$ cat src/rtl/mgt_01_divide_unit_pkg.sv
// mgt_01_divide_unit_pkg: shared enums for the RV32M divide unit
package mgt_01_divide_unit_pkg;
  typedef enum logic [1:0] {DIV_, DIVU_, REM_, REMU_} div_ops_e;
  typedef enum logic {FREE, BUSY} fu_state_e;
  typedef enum logic [1:0] {IDLE, DIVIDE, FIX} div_fsm_e;
endpackage

$ cat src/rtl/mgt_01_divide_unit.sv
// mgt_01_divide_unit: iterative radix-2 restoring divider for DIV/DIVU/REM/REMU
module mgt_01_divide_unit
  import mgt_01_divide_unit_pkg::*;
#(
  parameter int XLEN = 32
) (
  input  logic            clk_i,
  input  logic            rst_n_i,
  input  logic            clk_en_i,
  input  logic            flush_i,
  input  logic            valid_i,
  input  logic [XLEN-1:0] dividend_i,
  input  logic [XLEN-1:0] divisor_i,
  input  div_ops_e        operation_i,
  output logic [XLEN-1:0] result_o,
  output logic            valid_o,
  output fu_state_e       fu_state_o
);
  localparam int CW = $clog2(XLEN);
  div_fsm_e state;
  div_ops_e op;
  logic [CW-1:0] cnt;
  logic a_neg, b_neg, spec, sgn, zero, ovf;
  logic [XLEN-1:0] rem, quo, dvs, a_mag, b_mag, q_fix, r_fix, res_fix;
  logic [XLEN:0] part, trial;
  assign fu_state_o = state == IDLE ? FREE : BUSY;
  always_comb begin
    sgn = operation_i == DIV_ || operation_i == REM_;
    a_mag = sgn && dividend_i[XLEN-1] ? -dividend_i : dividend_i;
    b_mag = sgn && divisor_i[XLEN-1] ? -divisor_i : divisor_i;
    zero = divisor_i == '0;
    ovf = sgn && dividend_i == {1'b1, {(XLEN-1){1'b0}}} && &divisor_i;
    part = {rem, quo[XLEN-1]};
    trial = part - {1'b0, dvs};
    q_fix = (a_neg ^ b_neg) && !spec ? -quo : quo;
    r_fix = a_neg && !spec ? -rem : rem;
    res_fix = op == DIV_ || op == DIVU_ ? q_fix : r_fix;
  end
  always_ff @(posedge clk_i or negedge rst_n_i) begin
    if (!rst_n_i) begin
      state <= IDLE;
      op <= DIV_;
      cnt <= '0;
      a_neg <= 1'b0;
      b_neg <= 1'b0;
      spec <= 1'b0;
      rem <= '0;
      quo <= '0;
      dvs <= '0;
      result_o <= '0;
      valid_o <= 1'b0;
    end else if (clk_en_i) begin
      valid_o <= 1'b0;
      if (flush_i) state <= IDLE;
      else case (state)
        IDLE: if (valid_i) begin
          op <= operation_i;
          a_neg <= sgn && dividend_i[XLEN-1];
          b_neg <= sgn && divisor_i[XLEN-1];
          spec <= zero || ovf;
          dvs <= b_mag;
          cnt <= '0;
          quo <= zero ? '1 : ovf ? dividend_i : a_mag;
          rem <= zero ? dividend_i : '0;
          state <= zero || ovf ? FIX : DIVIDE;
        end
        DIVIDE: begin
          rem <= trial[XLEN] ? part[XLEN-1:0] : trial[XLEN-1:0];
          quo <= {quo[XLEN-2:0], !trial[XLEN]};
          cnt <= cnt + CW'(1);
          if (cnt == CW'(XLEN-1)) state <= FIX;
        end
        FIX: begin
          result_o <= res_fix;
          valid_o <= 1'b1;
          state <= IDLE;
        end
        default: state <= IDLE;
      endcase
    end
  end
endmodule

$ cat config.mk
export PLATFORM = sky130hd
export DESIGN_NAME = mgt_01_divide_unit
export DESIGN_NICKNAME = d
export VERILOG_FILES = /design/src/rtl/mgt_01_divide_unit_pkg.sv /design/src/rtl/mgt_01_divide_unit.sv
export SDC_FILE = /design/constraint.sdc
export NUM_CORES = 1
export LEC_CHECK = 0
export CAP_MARGIN = 5
export CORE_ASPECT_RATIO = 1.4
export CORE_MARGIN = 8
export CORE_UTILIZATION = 59
export DETAILED_ROUTE_END_ITERATION = 8
export HOLD_SLACK_MARGIN = 0.05
export PLACE_DENSITY = 0.85
export SYNTH_ARGS = -nofsm -noshare
export SYNTH_HDL_FRONTEND = slang
export SYNTH_SLANG_ARGS = --single-unit
$ cat constraint.sdc
create_clock -name clk_i -period 3.7 [get_ports clk_i]
set_clock_uncertainty 0.15 [all_clocks]
set_input_delay 0.74 -clock clk_i [delete_from_list [all_inputs] [get_ports clk_i]]
set_output_delay 0.74 -clock clk_i [all_outputs]
set_load 0.02 [all_outputs]
======== After elaboration in Yosys (flattened, before gate mapping) ========
Index checks and enable logic that the tools add are counted.
operators by class
  mux-type cells .......................... 23
  reduce and logical (&&, ||, !) cells .... 21
  $add $sub $neg .......................... 6
  equality and inequality tests ........... 9
  bitwise logic cells ..................... 2
operators with widths
  cell                    number
  $mux W32                11
  $neg A32 Y32            4
  $pmux W32 S2            2
  $sub A33 B32 Y33        1
  $eq A32 B32 Y1 const B  1
  $logic_not A32 Y1       1
  $reduce_and A32 Y1      1
  $pmux W5 S2             1
  $mux W2                 4
  $reduce_and A4 Y1       2
  $logic_and A1 B1 Y1     6
  $logic_not A2 Y1        3
  $ne A3 B3 Y1 const B    2
  $reduce_and A3 Y1       2
  $add A5 B1 Y5 const B   1
  $eq A5 B5 Y1 const B    1
  $mux W5                 1
  $eq A2 B1 Y1 const B    2
  $eq A2 B2 Y1 const B    2
  $pmux W2 S2             1
  $logic_or A1 B1 Y1      3
  $mux W1                 3
  $logic_not A1 Y1        2
  $ne A2 B2 Y1 const B    1
  3 further kinds         3
word-level totals
  word-level logic and storage cells ...... 72
  output and inout port bits .............. 34
  register bits after elaboration ......... 141
  bits of input ports ..................... 71

======== Depth between registers and ports, before layout ========
  depth in word-level cells ............... 9
  depth in mapped cells ................... 13
  gate-level depth less buffers ........... 11

======== Worst setup path before layout ========
Ideal clock, no wire load.
  path kind ............................... flip-flop to flip-flop
  from .................................... register quo[31]
  to ...................................... register rem[11]
  cell stages (with the launch flop) ...... 14
  data required time ...................... 3.413 ns
  period minus slack after synthesis ...... 3.328 ns
  data arrival time ....................... 3.041 ns
  buffers on the path ..................... 2
  setup time .............................. 0.137 ns
  setup slack ............................. 0.372 ns
  cell sequence ........................... dfrtp_1 inv_1 ha_1 fa_1 nor2b_1 o2111ai_1 a2111o_1 a31oi_1 or3_1 clkbuf_1 nand2_1 buf_2 a221oi_1 a21oi_1
on the way
  cells in the longest elaborated chain, start to end .. 3
ends and longest elaborated chain
  item                    RTL line                  source
  from (decl)             mgt_01_divide_unit.sv:24  logic [XLEN-1:0] rem, quo, dvs, a_mag, b_mag, q_fix, r_fix, res_fix;
  from (signal assigned)  mgt_01_divide_unit.sv:63  quo <= zero ? '1 : ovf ? dividend_i : a_mag;
  from (signal assigned)  mgt_01_divide_unit.sv:69  quo <= {quo[XLEN-2:0], !trial[XLEN]};
  $sub A33 B32 Y33        mgt_01_divide_unit.sv:34  trial = part - {1'b0, dvs};
  $mux W32                mgt_01_divide_unit.sv:68  rem <= trial[XLEN] ? part[XLEN-1:0] : trial[XLEN-1:0];
  $pmux W32 S2            mgt_01_divide_unit.sv:55  else case (state)
  to (signal assigned)    mgt_01_divide_unit.sv:64  rem <= zero ? dividend_i : '0;
  to (signal assigned)    mgt_01_divide_unit.sv:68
  to (decl)               mgt_01_divide_unit.sv:24
No other way between the ends.
A chain may end at the register's enable or synchronous reset.

======== Final worst setup path ========
  from .................................... register quo[31]
  to ...................................... register rem[23]
The elaborated chain is that of the path after synthesis.

==> out/metrics.yaml <==
synth:
  yosysWarnings: 0
  synth_ff_type: "dfrtp_1"
  syn-cell-area_um2: 11100
  yosysUniqueCellTypes: 70
  syn_nets: 1535
  synth_top_area_share_pct: 31.7
  yosysTopAreaCell: "dfrtp_1"
  synth_seq_area_share_pct: 31.7
  ys_seq_elements: 140
  synthCells: 1424
  synthTopCellsByArea: "dfrtp_1, o21ai_0, a21oi_1"
  synth_edf_count: 0
  syn-mean-instance-area_um2: 7.77
  synthArstFlopShare_pct: 100
grt:
  grt_pass1_wl_um: 53600
  track_usage_pct: 27.8
  gr-total-overflow: 0
  antenna_found_initial: 0
  grt_max_degree: 85
  grt_pass1_vias: 10900
critical_path:
  required_ps: 3850
  end_kind: "flop"
  cp-startpoint: "quo[31]"
  reg2reg_to: "rem[23]"
  path_max_fanout: 6
  r2r-start: "quo[31]"
  worst_ep_arrival_time_ps: 3650
  rrSetupSlack_ps: 200
  start_kind: "flop"
  reg2reg_depth: 13
  path_class: "flop to flop"
power_and_ir_drop:
  fin_total_pwr_mw: 11.0
  power.switching_mw: 5.11
  p_clk_share_pct: 16.5
  power_frac_comb_pct: 57.1
  p_int_mw: 5.84
  switching_share_pct: 46.6
  power_frac_seq_pct: 26.4
  irDropWorstVdd_mv: 0.414
  power_density_nw_per_um2: 820
  p_leak_nw: 5.45
timing:
  slew_headroom_pct: 33.3
  slew_viol_final: 0
  setup_violations: 0
  worst_pin_slew_ps: 998
  hold_viol: 0
  setup_tns_ps: 0
  timing.fmax_mhz: 285
  fin_crit_ps: 3500
  period_share_pct: 94.7
  rsz0062_at_grt: "false"
layout:
  num_antenna_cells: 0
  most-common-layout-cells: "nand2_1, o21ai_0, a21oi_1"
  drive_above_1_share_pct: 7.95
  fin_cells: 1791
  layout.nets: 1645
  areaGrowthSynthToFinish_pct: 20.7
clock_network:
  cts.clk_slew.worst_paths_ps: 70
  max-clock-path-buffers: 2
  htree_levels: 4
  post_cts_buffers: 0
  cts.sinks: 140
  cts_tree: "done"
  cts-buffers-inserted: 17
  clkLatencyLatePin_ps: 440
  root_buffer: "clkbuf_16"
  cts_hold_buf: 0
detailed_routing:
  drc: 0
  first_pass_iters: 6
  post_drt_wl_per_cell_um: 18.3
  routed_wirelength_um: 32800
  drt_iter0_drc: 1183
  ant_nets: 0
  route.vias.total: 11400
  drt-vias-per-instance: 6.38
die:
  io_pins: 105
  die_h_um: 178
  die-area_um2: 23500
  core_area_um2: 18500
  die_w_um: 132
  start_util_pct: 59.7
  num_rows: 59
placement:
  placedCellCount: 1759
  io_buffers: 104
  gp_congestion: 0.954
  dpl.hpwl_um: 24600
job:
  cap_violations: 0
hold_path:
  hold_class: "input pin to asynchronous set/reset pin"
run_status:
  status: "finished, final reports clean"
kinds of logic (layout without fill, tap and decap cells):
kind of cell / Yosys count / after routing / synth area share (%)
xor+xnor: 135 / 135 / 10.7
fa+ha+maj: 40 / 40 / 4.59
flops: 140 / 140 / 31.7
compound gates: 471 / 471 / 25.5
buf+inv: 142 / 265 / 4.92
mux: 8 / 8 / 0.746
simple gates: 488 / 488 / 21.9
layer usage:
layer | vias up | GRT usage, % | share of wire [%]
li1 | 5397 | - | -
met1 | 5238 | 31.6 | 38
met2 | 629 | 48.2 | 49
met3 | 158 | 4.14 | 7.7
met4 | 0 | 18.5 | 6.0
met5 | - | 0 | 0
registers in the layout, summed over array words and instances (netlist names):
register,flops
dvs,32
quo,32
op,1
spec,1
rem,32
cnt,5
state,2
b_neg,1
valid_o,1
result_o,32
a_neg,1
metrics by stage:
stage          hold WS (ps)  setup WS (ps)  area [um2]  util, %
3_3_place_gp            310           34.4       12700     68.7
5_1_grt                 261           22.4       13400     72.1
3_5_place_dp            319          -51.7       12700     68.7
2_1_floorplan           294            372       11100        -
4_1_cts                 221           79.8       13300     72.0
6_report                200            196       13400     72.1
synth_stat cells (all sizes together), types with 3 or more instances:
cell and instances:
a211oi 14, a21boi 3, a21o 19, a21oi 144, a221oi 8, a311oi 4
a31oi 21, and2 11, and3 11, and4 5, buf 13, clkbuf 69
dfrtp 140, ha 39, inv 60, mux2i 6, nand2 158, nand2b 14
nand3 26, nand4 25, nor2 99, nor2b 10, nor3 37, nor3b 4
nor4 28, o2111ai 3, o211ai 10, o21a 7, o21ai 166, o21bai 4
o221ai 8, o22a 3, o22ai 3, o311a 3, o31a 5, o31ai 18
o41ai 12, or3 39, or4 11, xnor2 68, xor2 67
power groups by stage:
stage          logic [mW]  registers (mW)  clock network (mW)
6_report             6.25            2.89                1.81
2_1_floorplan        4.16            2.89                   0
4_1_cts              6.11            2.86                1.80
3_3_place_gp         5.86            2.85                   0
3_5_place_dp         6.02            2.89                   0
5_1_grt              6.89            2.98                1.87
layout make-up:
type	instances	area [um2]
multi-input cells	1142	7070
fillers	1416	5160
flip-flops and latches	140	3500
repair buffers	173	1650
clock buffers	18	429
inverters	60	225
well taps	244	305
clock inverters	14	184
worst max path at each step:
| stage | slack [ps] | cells after the start | end |
|---|---|---|---|
| final | 200 | 13 | rem[23] |
| after global routing | 20 | 13 | rem[7] |
| after CTS | 80 | 13 | rem[19] |
| after detailed placement | -50 | 10 | quo[14] |
| after global placement | 30 | 10 | quo[6] |
| after floorplan | 370 | 13 | rem[11] |
critical path: stages, from the launching register on:
cell,delay [ps]
dfrtp_1,360
inv_1,130
ha_1,270
fa_1,430
nor2b_2,170
o2111ai_2,170
a2111o_1,450
a31oi_1,200
buf_4,170
or3_1,120
nand2_1,100
buf_4,190
a221oi_1,320
a211oi_1,140
timing repair:
item,in CTS,in global routing
endpoints found under the setup margin,0,21
endpoints found under the hold margin,0,0
gates resized for setup,0,6
Note: power is estimated with default switching activity, not from simulation.
